## src/rtl/mpmc11_sync_fifo.sv

```systemverilog
// mpmc11_sync_fifo
// Single-clock parametrised FIFO for MPMC11 ports whose client and controller
// share one clock. Supports a standard read mode with one cycle of latency and
// a first-word-fall-through (FWFT) mode.
//
// Optional feature macro: MPMC11_FIFO_PARITY_EN
//   When defined, each memory word carries one extra bit of even parity.
//   perr reports a parity error on dout, and it is qualified by v.
//   When undefined, the memory is WIDTH bits wide, perr is tied 0 and
//   perr_inj is ignored.
//
// Ports
//   clk, rst      single clock; asynchronous active-high reset
//   wr_fifo, din  write request and write data
//   rd_fifo       read request (standard mode) / pop acknowledge (FWFT mode)
//   perr_inj      flips the stored parity of the word written this cycle
//   dout, v       read data and its valid flag
//   full, empty   no write accepted / no read accepted
//   almost_full   cnt >= DEPTH-1
//   prog_full     cnt >= PROG_FULL_THRESH
//   prog_empty    cnt <= PROG_EMPTY_THRESH
//   overflow      one-cycle pulse after a write rejected while full
//   underflow     one-cycle pulse after a read rejected while empty
//   perr          parity error on dout
//   rst_busy      post-reset window; requests are ignored while it is high
//   cnt           words held; in FWFT mode this includes the output register
module mpmc11_sync_fifo #(
  parameter int WIDTH             = 32,
  parameter int DEPTH             = 32,
  parameter int FWFT              = 0,
  parameter int PROG_FULL_THRESH  = DEPTH - 5,
  parameter int PROG_EMPTY_THRESH = 5,
  parameter int RST_BUSY_CYC      = 4
) (
  input  logic                     clk,
  input  logic                     rst,
  input  logic                     wr_fifo,
  input  logic [WIDTH-1:0]         din,
  input  logic                     rd_fifo,
  input  logic                     perr_inj,
  output logic [WIDTH-1:0]         dout,
  output logic                     v,
  output logic                     full,
  output logic                     empty,
  output logic                     almost_full,
  output logic                     prog_full,
  output logic                     prog_empty,
  output logic                     overflow,
  output logic                     underflow,
  output logic                     perr,
  output logic                     rst_busy,
  output logic [$clog2(DEPTH):0]   cnt
);

  localparam int AW = $clog2(DEPTH);
  localparam int CW = AW + 1;
`ifdef MPMC11_FIFO_PARITY_EN
  localparam int MW = WIDTH + 1;
`else
  localparam int MW = WIDTH;
`endif

  localparam logic [AW:0]   L_PTR_ONE = 1;
  localparam logic [CW-1:0] L_CNT_ONE = 1;
  localparam logic [CW-1:0] L_AF      = CW'(DEPTH - 1);
  localparam logic [CW-1:0] L_PF      = CW'(PROG_FULL_THRESH);
  localparam logic [CW-1:0] L_PE      = CW'(PROG_EMPTY_THRESH);

  generate
    if (DEPTH < 16 || (DEPTH & (DEPTH - 1)) != 0) begin : g_bad_depth
      $error("mpmc11_sync_fifo: DEPTH must be a power of two >= 16");
    end
    if (RST_BUSY_CYC < 1 || RST_BUSY_CYC > 15) begin : g_bad_busy
      $error("mpmc11_sync_fifo: RST_BUSY_CYC must be in 1..15");
    end
  endgenerate

  logic [MW-1:0]    r_mem [DEPTH];
  logic [AW:0]      r_wptr;
  logic [AW:0]      r_rptr;
  logic [CW-1:0]    r_cnt;
  logic [3:0]       r_busy_cnt;
  logic [WIDTH-1:0] r_dout;
  logic             r_v;
  logic             r_ovf;
  logic             r_udf;
  logic             r_perr;

  logic             w_busy;
  logic             w_full;
  logic             w_mem_empty;
  logic             w_empty;
  logic             w_wr;
  logic             w_rd;      // memory head is read and the read pointer advances
  logic             w_pop;     // client-visible read accepted (counts against cnt)
  logic             w_v_nxt;
  logic [MW-1:0]    w_head;
  logic [MW-1:0]    w_wdata;

  assign w_busy      = (r_busy_cnt != 4'd0);
  // Same address with differing wrap bits means the write pointer lapped the read pointer.
  assign w_full      = (r_wptr[AW-1:0] == r_rptr[AW-1:0]) && (r_wptr[AW] != r_rptr[AW]);
  assign w_mem_empty = (r_wptr == r_rptr);
  assign w_wr        = wr_fifo & ~w_full & ~w_busy;
  assign w_head      = r_mem[r_rptr[AW-1:0]];

`ifdef MPMC11_FIFO_PARITY_EN
  assign w_wdata = {(^din) ^ perr_inj, din};
`else
  logic w_unused_ok;
  assign w_wdata     = din;
  assign w_unused_ok = perr_inj;
`endif

  generate
    if (FWFT != 0) begin : g_fwft
      // The output register is refilled from memory whenever it is free or being popped,
      // so consecutive pops see the next word without a bubble.
      assign w_empty = ~r_v;
      assign w_pop   = rd_fifo & r_v & ~w_busy;
      assign w_rd    = ~w_mem_empty & (~r_v | w_pop);
      assign w_v_nxt = w_rd | (r_v & ~w_pop);
    end else begin : g_std
      assign w_empty = w_mem_empty;
      assign w_pop   = rd_fifo & ~w_mem_empty & ~w_busy;
      assign w_rd    = w_pop;
      assign w_v_nxt = w_pop;
    end
  endgenerate

  // Storage: contents are never reset, pointer reset discards them.
  always_ff @(posedge clk) begin
    if (w_wr) begin
      r_mem[r_wptr[AW-1:0]] <= w_wdata;
    end
  end

  // Control, counters, output register.
  always_ff @(posedge clk or posedge rst) begin
    if (rst) begin
      r_wptr     <= '0;
      r_rptr     <= '0;
      r_cnt      <= '0;
      r_busy_cnt <= 4'(RST_BUSY_CYC);
      r_dout     <= '0;
      r_v        <= 1'b0;
      r_ovf      <= 1'b0;
      r_udf      <= 1'b0;
      r_perr     <= 1'b0;
    end else begin
      if (w_busy) begin
        r_busy_cnt <= r_busy_cnt - 4'd1;
      end
      if (w_wr) begin
        r_wptr <= r_wptr + L_PTR_ONE;
      end
      if (w_rd) begin
        r_rptr <= r_rptr + L_PTR_ONE;
        r_dout <= w_head[WIDTH-1:0];
      end
      if (w_wr && !w_pop) begin
        r_cnt <= r_cnt + L_CNT_ONE;
      end else if (!w_wr && w_pop) begin
        r_cnt <= r_cnt - L_CNT_ONE;
      end
      r_v    <= w_v_nxt;
      // A held FWFT word keeps its error flag; a freshly loaded word gets a new one.
      r_perr <= w_rd ? (^w_head) : (w_v_nxt & r_perr);
      r_ovf  <= wr_fifo & w_full & ~w_busy;
      r_udf  <= rd_fifo & w_empty & ~w_busy;
    end
  end

  assign dout        = r_dout;
  assign v           = r_v;
  assign full        = w_full;
  assign empty       = w_empty;
  assign almost_full = (r_cnt >= L_AF);
  assign prog_full   = (r_cnt >= L_PF);
  assign prog_empty  = (r_cnt <= L_PE);
  assign overflow    = r_ovf;
  assign underflow   = r_udf;
  assign rst_busy    = w_busy;
  assign cnt         = r_cnt;
`ifdef MPMC11_FIFO_PARITY_EN
  assign perr        = r_perr;
`else
  assign perr        = 1'b0;
`endif

endmodule

```

## config.mk

```make
export PLATFORM = sky130hd
export DESIGN_NAME = mpmc11_sync_fifo
export DESIGN_NICKNAME = d
export VERILOG_FILES = /design/src/rtl/mpmc11_sync_fifo.sv
export SDC_FILE = /design/constraint.sdc
export NUM_CORES = 1
export LEC_CHECK = 0
export ABC_CLOCK_PERIOD_IN_PS = 10440
export CAP_MARGIN = 5
export CORE_MARGIN = 5
export CORE_UTILIZATION = 45
export CTS_CLUSTER_SIZE = 25
export DETAILED_ROUTE_END_ITERATION = 12
export GPL_TIMING_DRIVEN = 0
export HOLD_SLACK_MARGIN = 0.02
export PLACE_DENSITY = 0.73
export SETUP_SLACK_MARGIN = 0.05
export SKIP_CTS_REPAIR_TIMING = 1
export SYNTH_ARGS = -nofsm -noshare
export SYNTH_HDL_FRONTEND = slang
export SYNTH_SLANG_ARGS = --single-unit
```

## constraint.sdc

```tcl
create_clock -name clk -period 10.44 [get_ports clk]
set_clock_uncertainty 0.2 [all_clocks]
set_input_delay 1.044 -clock clk [delete_from_list [all_inputs] [get_ports clk]]
set_output_delay 1.044 -clock clk [all_outputs]
set_load 0.01 [all_outputs]
```

After elaboration in Yosys (flattened, before gate mapping) --
Memories as Yosys holds them, arrays and structs flattened. A register that Yosys moved wholly into a read port is not among the register bits. Index checks and enable logic that the tools add are counted.
Storage, ports and cells: output and inout bits 48, bits in writable memories 1024, ROM bits 0, latch bits 0, bits in registers 25, memories kept 1
Memories:
- r_mem | depth 32, bits a word 32, read ports 1, clocked after Yosys merged registers in 1, wr ports 1, line 78 | logic [MW-1:0] r_mem [DEPTH];
Cells by class: bitwise logic cells 11, shift-type cells 0, $lt $le $gt $ge 3, mux-type cells 4, equality and inequality tests 3, $add $sub $neg 5, div/mod/pow operators 0, reductions and logical operators 7, $mul 0
Operators with widths (number):
- 6-bit by 1-bit adder with 6-bit output (second input constant) | 3
- 6-bit by 5-bit >= comparator with 1-bit output (second input constant) | 2
- 6-bit two-way mux | 2
- 1-bit AND | 8
- 6-bit == test | 1
- 6-bit by 3-bit less-or-equal comparator with 1-bit output (second input constant) | 1
- 6-bit by 1-bit subtractor with 6-bit output (second input constant) | 1
- 5-bit == test | 1
- 4-bit nonzero test | 1
- 4-bit by 1-bit subtractor with 4-bit output (second input constant) | 1
- 1-bit logical AND | 3
- 1-bit inverter | 3
- 1-bit zero test | 2
- 1-bit two-way mux | 2
- 2-bit nonzero test | 1
- 1-bit != test | 1

Longest topological paths before layout --
Gate-level depths: netlist of run 1.
word-level depth 9, depth in mapped cells 15, mapped depth without buffers 13

Worst setup path before layout of run 1 --
OpenSTA, ideal clock, no wires.
path kind input to register, start input port wr_fifo, end memory r_mem[10][0] (netlist name) (enable), setup time 0.461 ns, stages on the path 5, buffers on the path 1, required time 9.779 ns, arrival 4.026 ns, setup slack 5.753 ns, path through nand2_1 -> a31oi_1 -> buf_2 -> nand2_1 -> nor3_1
Between the ends: word-level cells in the longest chain between the ends 4
Ends and longest elaborated chain:
- start: declaration | line 37 | input logic wr_fifo,
- 1-bit AND (2 in series) | line 104 | assign w_wr = wr_fifo & ~w_full & ~w_busy;
- via w_wr | line 93 | logic w_wr;
- 1-bit two-way mux | line 133 | if (w_wr) begin
- 1-bit two-way mux (implied by the code) | line 134 | r_mem[r_wptr[AW-1:0]] <= w_wdata;
- end: declaration | line 78
The timed path passes the listed nets, and every way through them passes these cells.

Worst setup path in the final report of run 1 --
start register r_busy_cnt[0], end register r_cnt[5], in the netlist cnt[5]
Between the ends: word-level cells in the longest chain between the ends 6
Ends and longest elaborated chain:
- start: declaration | line 82 | logic [3:0] r_busy_cnt;
- start signal: assignment | line 144 | r_busy_cnt <= 4'(RST_BUSY_CYC);
- start signal: assignment | line 152 | r_busy_cnt <= r_busy_cnt - 4'd1;
- 4-bit nonzero test * | line 100 | assign w_busy = (r_busy_cnt != 4'd0);
- 1-bit inverter * | line 104
- 1-bit AND * | line 104
- via w_wr | line 93
- 1-bit zero test | line 163 | end else if (!w_wr && w_pop) begin
- 1-bit logical AND | line 163
- 2-bit nonzero test (no source line)
- end signal: assignment | line 162 | r_cnt <= r_cnt + L_CNT_ONE;
- end signal: assignment | line 164 | r_cnt <= r_cnt - L_CNT_ONE;
- end: declaration | line 81 | logic [CW-1:0] r_cnt;
The timed path passes the listed nets; every way through them passes the cells marked *. A chain may end at the register's enable or synchronous reset.

==> results of run 1 <==
## worst paths after layout
check                      cells past startpoint             to  slack [ns]
max in group asynchronous                      3        dout[1]        8.92
min in group asynchronous                      2      r_wptr[2]        0.51
min reg2reg                                    1  r_busy_cnt[2]        0.29
min                                            1  r_busy_cnt[2]        0.29
max reg2reg                                   14         cnt[5]        6.52
max                                           14         cnt[5]        6.52
## power breakdown
group	internal, mW	leakage (nW)	switching [mW]
Combinational	1.63	4.17	2.26
Clock	2.27	1.74	1.60
Sequential	5.12	9.93	0.206
## metrics by stage
stage	hold slack (ns)	power, mW	cells	worst slack, ns
CTS	0.296	13.1	3484	6.49
detailed placement	0.289	9.25	3290	6.10
finish	0.294	13.1	3484	6.52
floorplan	0.260	7.76	1963	5.75
global route	0.310	13.5	3484	6.28
global placement	0.278	9.03	3231	2.32
## layer usage
layer  GRT usage (%)  part of all wire (%)  vias to the layer above  routed length, µm
li1                -                     -                     8692                  -
met1            28.8                    40                    11200              40100
met2            31.5                    46                     1346              46900
met3            5.16                    10                      220              10400
met4            6.82                   3.6                        0               3670
met5               0                     0                        -                  0
## critical path, delay by kind of cell, from the launching register on
family,cells,cell delay [ns]
AOI/OAI and AO/OA,3,0.63
buffers and inverters,3,0.57
adders and majority gates,3,0.81
and+or+nand+nor,4,1.06
xor gates and xnor gates,1,0.15
DFF,1,0.40
## final cells by class
class | count | area, µm²
buffer | 116 | 684
inverter | 10 | 37.5
timing repair buffer | 141 | 1770
sequential | 1081 | 32200
multi-input combinational | 756 | 8800
clock buffer | 131 | 2830
fill | 6744 | 43000
tap | 1186 | 1480
clock inverter | 63 | 721
## logic make-up (layout without fill, tap and decap cells)
group	count (synthesis)	in the layout	share of synthesized area, %
adder cells (fa/ha/maj)	12	12	0.380
multiplexers	354	354	14.4
XOR/XNOR	23	23	0.485
buffers and inverters	126	461	1.74
other	1	1	0.00904
flip-flops	1081	1081	77.5
AND/OR/NAND/NOR	95	95	1.06
AO/OA/AOI/OAI	271	271	4.38
## Yosys cell counts (2+ instances only)
master,n,area share [%]
nor2b_1,2,0.030
nor4_1,2,0.030
mux2_2,2,0.054
edfxtp_1,1024,74
clkbuf_1,48,0.43
a21o_1,2,0.036
nand3_1,8,0.096
nand4_1,2,0.030
buf_1,8,0.072
nand3b_1,3,0.054
o21ai_0,6,0.072
nor3_1,17,0.21
buf_4,17,0.31
nor2_1,31,0.28
o21bai_1,2,0.036
a22o_1,31,0.65
inv_1,10,0.090
mux2i_1,158,3.8
buf_2,28,0.34
xnor2_1,11,0.23
dfrtp_1,56,3.4
o21ai_1,31,0.37
nand2_1,23,0.21
ha_1,11,0.33
a211oi_1,31,0.56
mux4_2,194,11
a22oi_1,32,0.58
xor2_1,12,0.25
o22ai_1,31,0.47
a21oi_1,67,0.81
o221ai_1,32,0.68
or3_1,2,0.030
a31oi_1,2,0.030
buf_12,5,0.24
buf_6,9,0.24
nand2b_1,2,0.030
## sequential cells by signal, indices dropped and copies added, names as in the netlist
name        cells
underflow       1
r_rptr          6
dout           32
r_busy_cnt      4
cnt             6
r_wptr          6
overflow        1
r_mem        1024
v               1
## placed cells by master (no fill, tap or decap), drive strengths merged, types with 3 or more instances in the layout
| cell type | n |
|---|---|
| nand3b | 3 |
| a22o | 31 |
| a22oi | 32 |
| mux2i | 158 |
| dfrtp | 56 |
| bufinv | 14 |
| clkbuf | 180 |
| ha | 11 |
| buf | 126 |
| xor2 | 12 |
| o21ai | 37 |
| clkinv | 42 |
| inv | 15 |
| clkdlybuf4s50 | 82 |
| mux4 | 194 |
| o22ai | 31 |
| nor3 | 17 |
| edfxtp | 1024 |
| xnor2 | 11 |
| a21oi | 67 |
| nand3 | 8 |
| nand2 | 23 |
| nor2 | 31 |
| a211oi | 31 |
| o221ai | 32 |
==> impl_metrics.ini, run 1 <==
[global_route]
grt_overflow = 0
grt_use_total_pct = 20.4
grt_pass1_wl_mm = 148
grt_max_degree = 39
grt_pass1_vias = 21900
antenna_found_initial = 0

[die]
die-height_um = 314
design.core.area_um2 = 91500
die_x_um = 314
initial_core_util_pct = 45.3
dieArea_um2 = 98400
num_rows = 111
ios = 85

[worst_setup_path]
slowest_delay_ns = 0.49
critical_path_class = reg -> reg
required_ns = 10.82
start_kind = flop
cp-end-kind = flop
crit_chain = inv_1 > ha_1 > nor3b_2 > nand2_1 > a31oi_1 > buf_2 > ha_1 > inv_1 > ha_1 > a21o_1 > a21oi_1 > or4_1 > nand3_1 > xor2_1
crit_arrival_ns = 4.30
critPathMostFrequentCell = ha_1
crit_fanout = 10
startpoint = r_busy_cnt[0]
crit_path_top_delay_cell = or4_1
worst_r2r_startpoint = r_busy_cnt[0]

[clocking]
clkTransAtPathRegs_ns = 0.06
cts_max_level = 3
tritoncts = done
clock-sinks = 1081
cts_buffers = 103
clock_latency_ns = 0.67
ctsRootBufferMaster = clkbuf_16
cts_buffer_depth = 3

[power_and_ir_drop]
p_leak_nw = 15.8
power.density_nw_per_um2 = 270
max-vdd-ir-drop_uv = 197

[logic_synthesis]
yosys_register_bits = 1081
ys.flop_type = edfxtp_1
syn_inst = 1963
yosys_warnings = 0
syn-cell-area_um2 = 41500
synthArstFlopShare_pct = 5.27
synthDistinctLibCells = 47
synth.avg_cell_area_um2 = 21.1
synth_edf_count = 1024
synth_seq_area_share_pct = 77.5
synth_nets = 2012

[routing]
via_per_inst = 6.14
dr_total_vias = 21400
ant_nets = 0
initialDrtViolationCount = 2724
firstDrtPassIters = 5
wirelength_mm = 101
routedWlPerCell_um = 29.0
drc = 0

[sta]
relSlewSlack_pct = 12.4
setup_viol = 0
fin_crit_sh_pct = 37.5
fin_crit_ns = 3.92
slew_violations = 0
fmax_mhz = 255
fin_tns_setup_ns = 0
rsz0062_at_grt = false
tightest_slew_ns = 1.31
hold_viol = 0

[placed_design]
placed_area_um2 = 45000
port-buffer-count = 82
gp_congestion = 0.870
dpl.hpwl_mm = 67.5

[outcome]
status = finished clean

[cells_and_area]
final_area_um2 = 48500
n_antenna_cell = 0
nets = 2258
drive_above_1_share_pct = 22.2
post-route-util_pct = 53.0
syn_to_final_growth_pct = 16.9

[job]
drv_cap = 0

[hold_path]
worstHoldStart = r_busy_cnt[2]
hp-class = reg -> reg
No activity file was read; power rests on OpenSTA's default activity.
==> run 2: changes to the inputs <==
--- a/config.mk
+++ b/config.mk
@@ -5,7 +5,7 @@
 export SDC_FILE = /design/constraint.sdc
 export NUM_CORES = 1
 export LEC_CHECK = 0
-export ABC_CLOCK_PERIOD_IN_PS = 10440
+export ABC_CLOCK_PERIOD_IN_PS = 3410
 export CAP_MARGIN = 5
 export CORE_MARGIN = 5
 export CORE_UTILIZATION = 45
@@ -13,7 +13,7 @@
 export DETAILED_ROUTE_END_ITERATION = 12
 export GPL_TIMING_DRIVEN = 0
 export HOLD_SLACK_MARGIN = 0.02
-export PLACE_DENSITY = 0.73
+export PLACE_DENSITY = 0.75
 export SETUP_SLACK_MARGIN = 0.05
 export SKIP_CTS_REPAIR_TIMING = 1
 export SYNTH_ARGS = -nofsm -noshare
==> constraint.sdc (replaced) <==
create_clock -name clk -period 3.41 [get_ports clk]
set_clock_uncertainty 0.2 [all_clocks]
set_input_delay 0.341 -clock clk [delete_from_list [all_inputs] [get_ports clk]]
set_output_delay 0.341 -clock clk [all_outputs]
set_load 0.01 [all_outputs]
==> run 2 against run 1 <==
The flow now finishes with violations (negative hold slack). Global-route usage grew 0.20 points. Cell count decreased by 0.40%. Fmax is 20% higher. Wire length is 2.3% higher. Utilization up 0.18 points. Largest cell class unchanged.
==> impl_metrics.ini, run 2 (same netlist as run 1, synthesis figures left out) <==
[sta]
relSlewSlack_pct = 12.9
rsz0062_at_grt = true
setup_viol = 0
hold_viol = 4
tightest_slew_ns = 1.30
fin_worst_hold_slack_ns = -0.00169
fmax_mhz = 306
fin_crit_sh_pct = 95.8
fin_crit_ns = 3.27
slew_violations = 0

[placed_design]
dpl.hpwl_mm = 68.9
gp_congestion = 0.850
port-buffer-count = 82
placed_area_um2 = 45200

[worst_setup_path]
critical_path_class = reg -> reg
crit_fanout = 10
required_ns = 3.75
start_kind = flop
cp-end-kind = flop
crit_arrival_ns = 3.61

[power_and_ir_drop]
p_leak_nw = 15.8
p_int_mw = 27.0
p_total_mw = 39.5
p_comb_share_pct = 30.9
max-vdd-ir-drop_uv = 497
power.density_nw_per_um2 = 812
clkPwrFrac_pct = 27.8
power.switching_mw = 12.5
swShare_pct = 31.8
pwr-share-seq_pct = 41.3

[outcome]
status = complete, but fails checks
violations = negative hold slack

[global_route]
antenna_found_initial = 6
grt_overflow = 0
grt_pass1_wl_mm = 149
grt_use_total_pct = 20.6
grt_max_degree = 35
grt_pass1_vias = 22000

[clocking]
cts_buffer_depth = 3
clock-sinks = 1081
tritoncts = done
ctsRootBufferMaster = clkbuf_16
cts_buffers = 102
clock_latency_ns = 0.66
cts_max_level = 3
clkTransAtPathRegs_ns = 0.07

[cells_and_area]
nets = 2253
final_area_um2 = 48700
drive_above_1_share_pct = 21.8
nFillCells = 6705
syn_to_final_growth_pct = 17.3
largest_reg_flops = 1024
n_antenna_cell = 0
post-route-util_pct = 53.2
mostFrequentLayoutCells = edfxtp_1, mux4_2, mux2i_1
final_common_cell = edfxtp_1

[job]
drv_cap = 0

[routing]
ant_nets = 0
wirelength_mm = 103
routedWlPerCell_um = 29.8
dr_total_vias = 21600
drc = 0
firstDrtPassIters = 6
via_per_inst = 6.23
initialDrtViolationCount = 3069

[die]
die-height_um = 314
ios = 85
design.core.area_um2 = 91500
num_rows = 111
dieArea_um2 = 98400
die_x_um = 314
initial_core_util_pct = 45.3

[hold_path]
hp-class = in -> async
[run 2: cell types whose count changed in the layout (fill, tap and decap cells not counted), sizes merged]
cell and delta:
clkinv -12, buf -5, bufinv -8, inv -3, clkbuf +14
[run 2: area by class of cell]
cell class	count	area (µm²)	area share (%)
tap	1186	1480	3.05
timing repair buffer	137	2120	4.35
inverter	10	37.5	0.0771
clock inverter	40	377	0.774
multi-input combinational	756	8940	18.4
sequential	1081	32200	66.1
clock buffer	144	2810	5.78
buffer	116	712	1.46
[run 2: power by group through the flow]
| stage | Clock (mW) | Combinational [mW] | Sequential (mW) |
|---|---|---|---|
| after floorplan | 0 | 7.47 | 16.3 |
| after detailed placement | 0 | 11.9 | 16.5 |
| after global routing | 11.7 | 12.9 | 16.4 |
| after CTS | 11.0 | 12.1 | 16.3 |
| final | 11.0 | 12.2 | 16.3 |
| after global placement | 0 | 11.1 | 16.5 |
[run 2: final timing paths]
path	from	to	slack, ns	depth (start not counted)
max in group asynchronous	rst	dout[29]	2.33	3
worst max-delay path	r_rptr[1]	dout[13]	0.14	7
worst min register to register	r_busy_cnt[2]	r_busy_cnt[2]	0.31	1
min in group clk	rd_fifo	underflow	0.08	3
worst min-delay path	rst	v	-0.002	2
worst max register to register	r_rptr[1]	dout[13]	0.14	7
[run 2: through the flow]
| step | instances | setup slack [ns] | hold slack, ns | setup TNS, ns |
|---|---|---|---|---|
| after detailed placement | 3276 | -0.535 | 0.293 | -111.04 |
| after global placement | 3231 | -2.30 | 0.279 | -1442.54 |
| after CTS | 3460 | -0.546 | -0.0157 | -117.19 |
| after floorplan | 1963 | -0.294 | 0.240 | -150.95 |
| final | 3470 | 0.144 | -0.00169 | 0 |
| after global routing | 3470 | -0.0136 | 0.0495 | -0.0136 |
[run 2: critical path, cell delays in order, from the launching register on]
cell      delay [ns]
dfrtp_1         0.37
buf_6           0.22
buf_2           0.45
clkbuf_1        0.77
mux4_2          0.43
a22oi_1         0.36
a21oi_1         0.14
a22o_1          0.21
[run 2: per-layer routing]
metal | vias to the layer above | GRT usage (%) | routed length [µm]
met5 | - | 0 | 27
met4 | 4 | 7.25 | 4420
met3 | 279 | 4.96 | 10300
met2 | 1433 | 32.0 | 47900
met1 | 11200 | 28.9 | 40900
li1 | 8684 | - | -
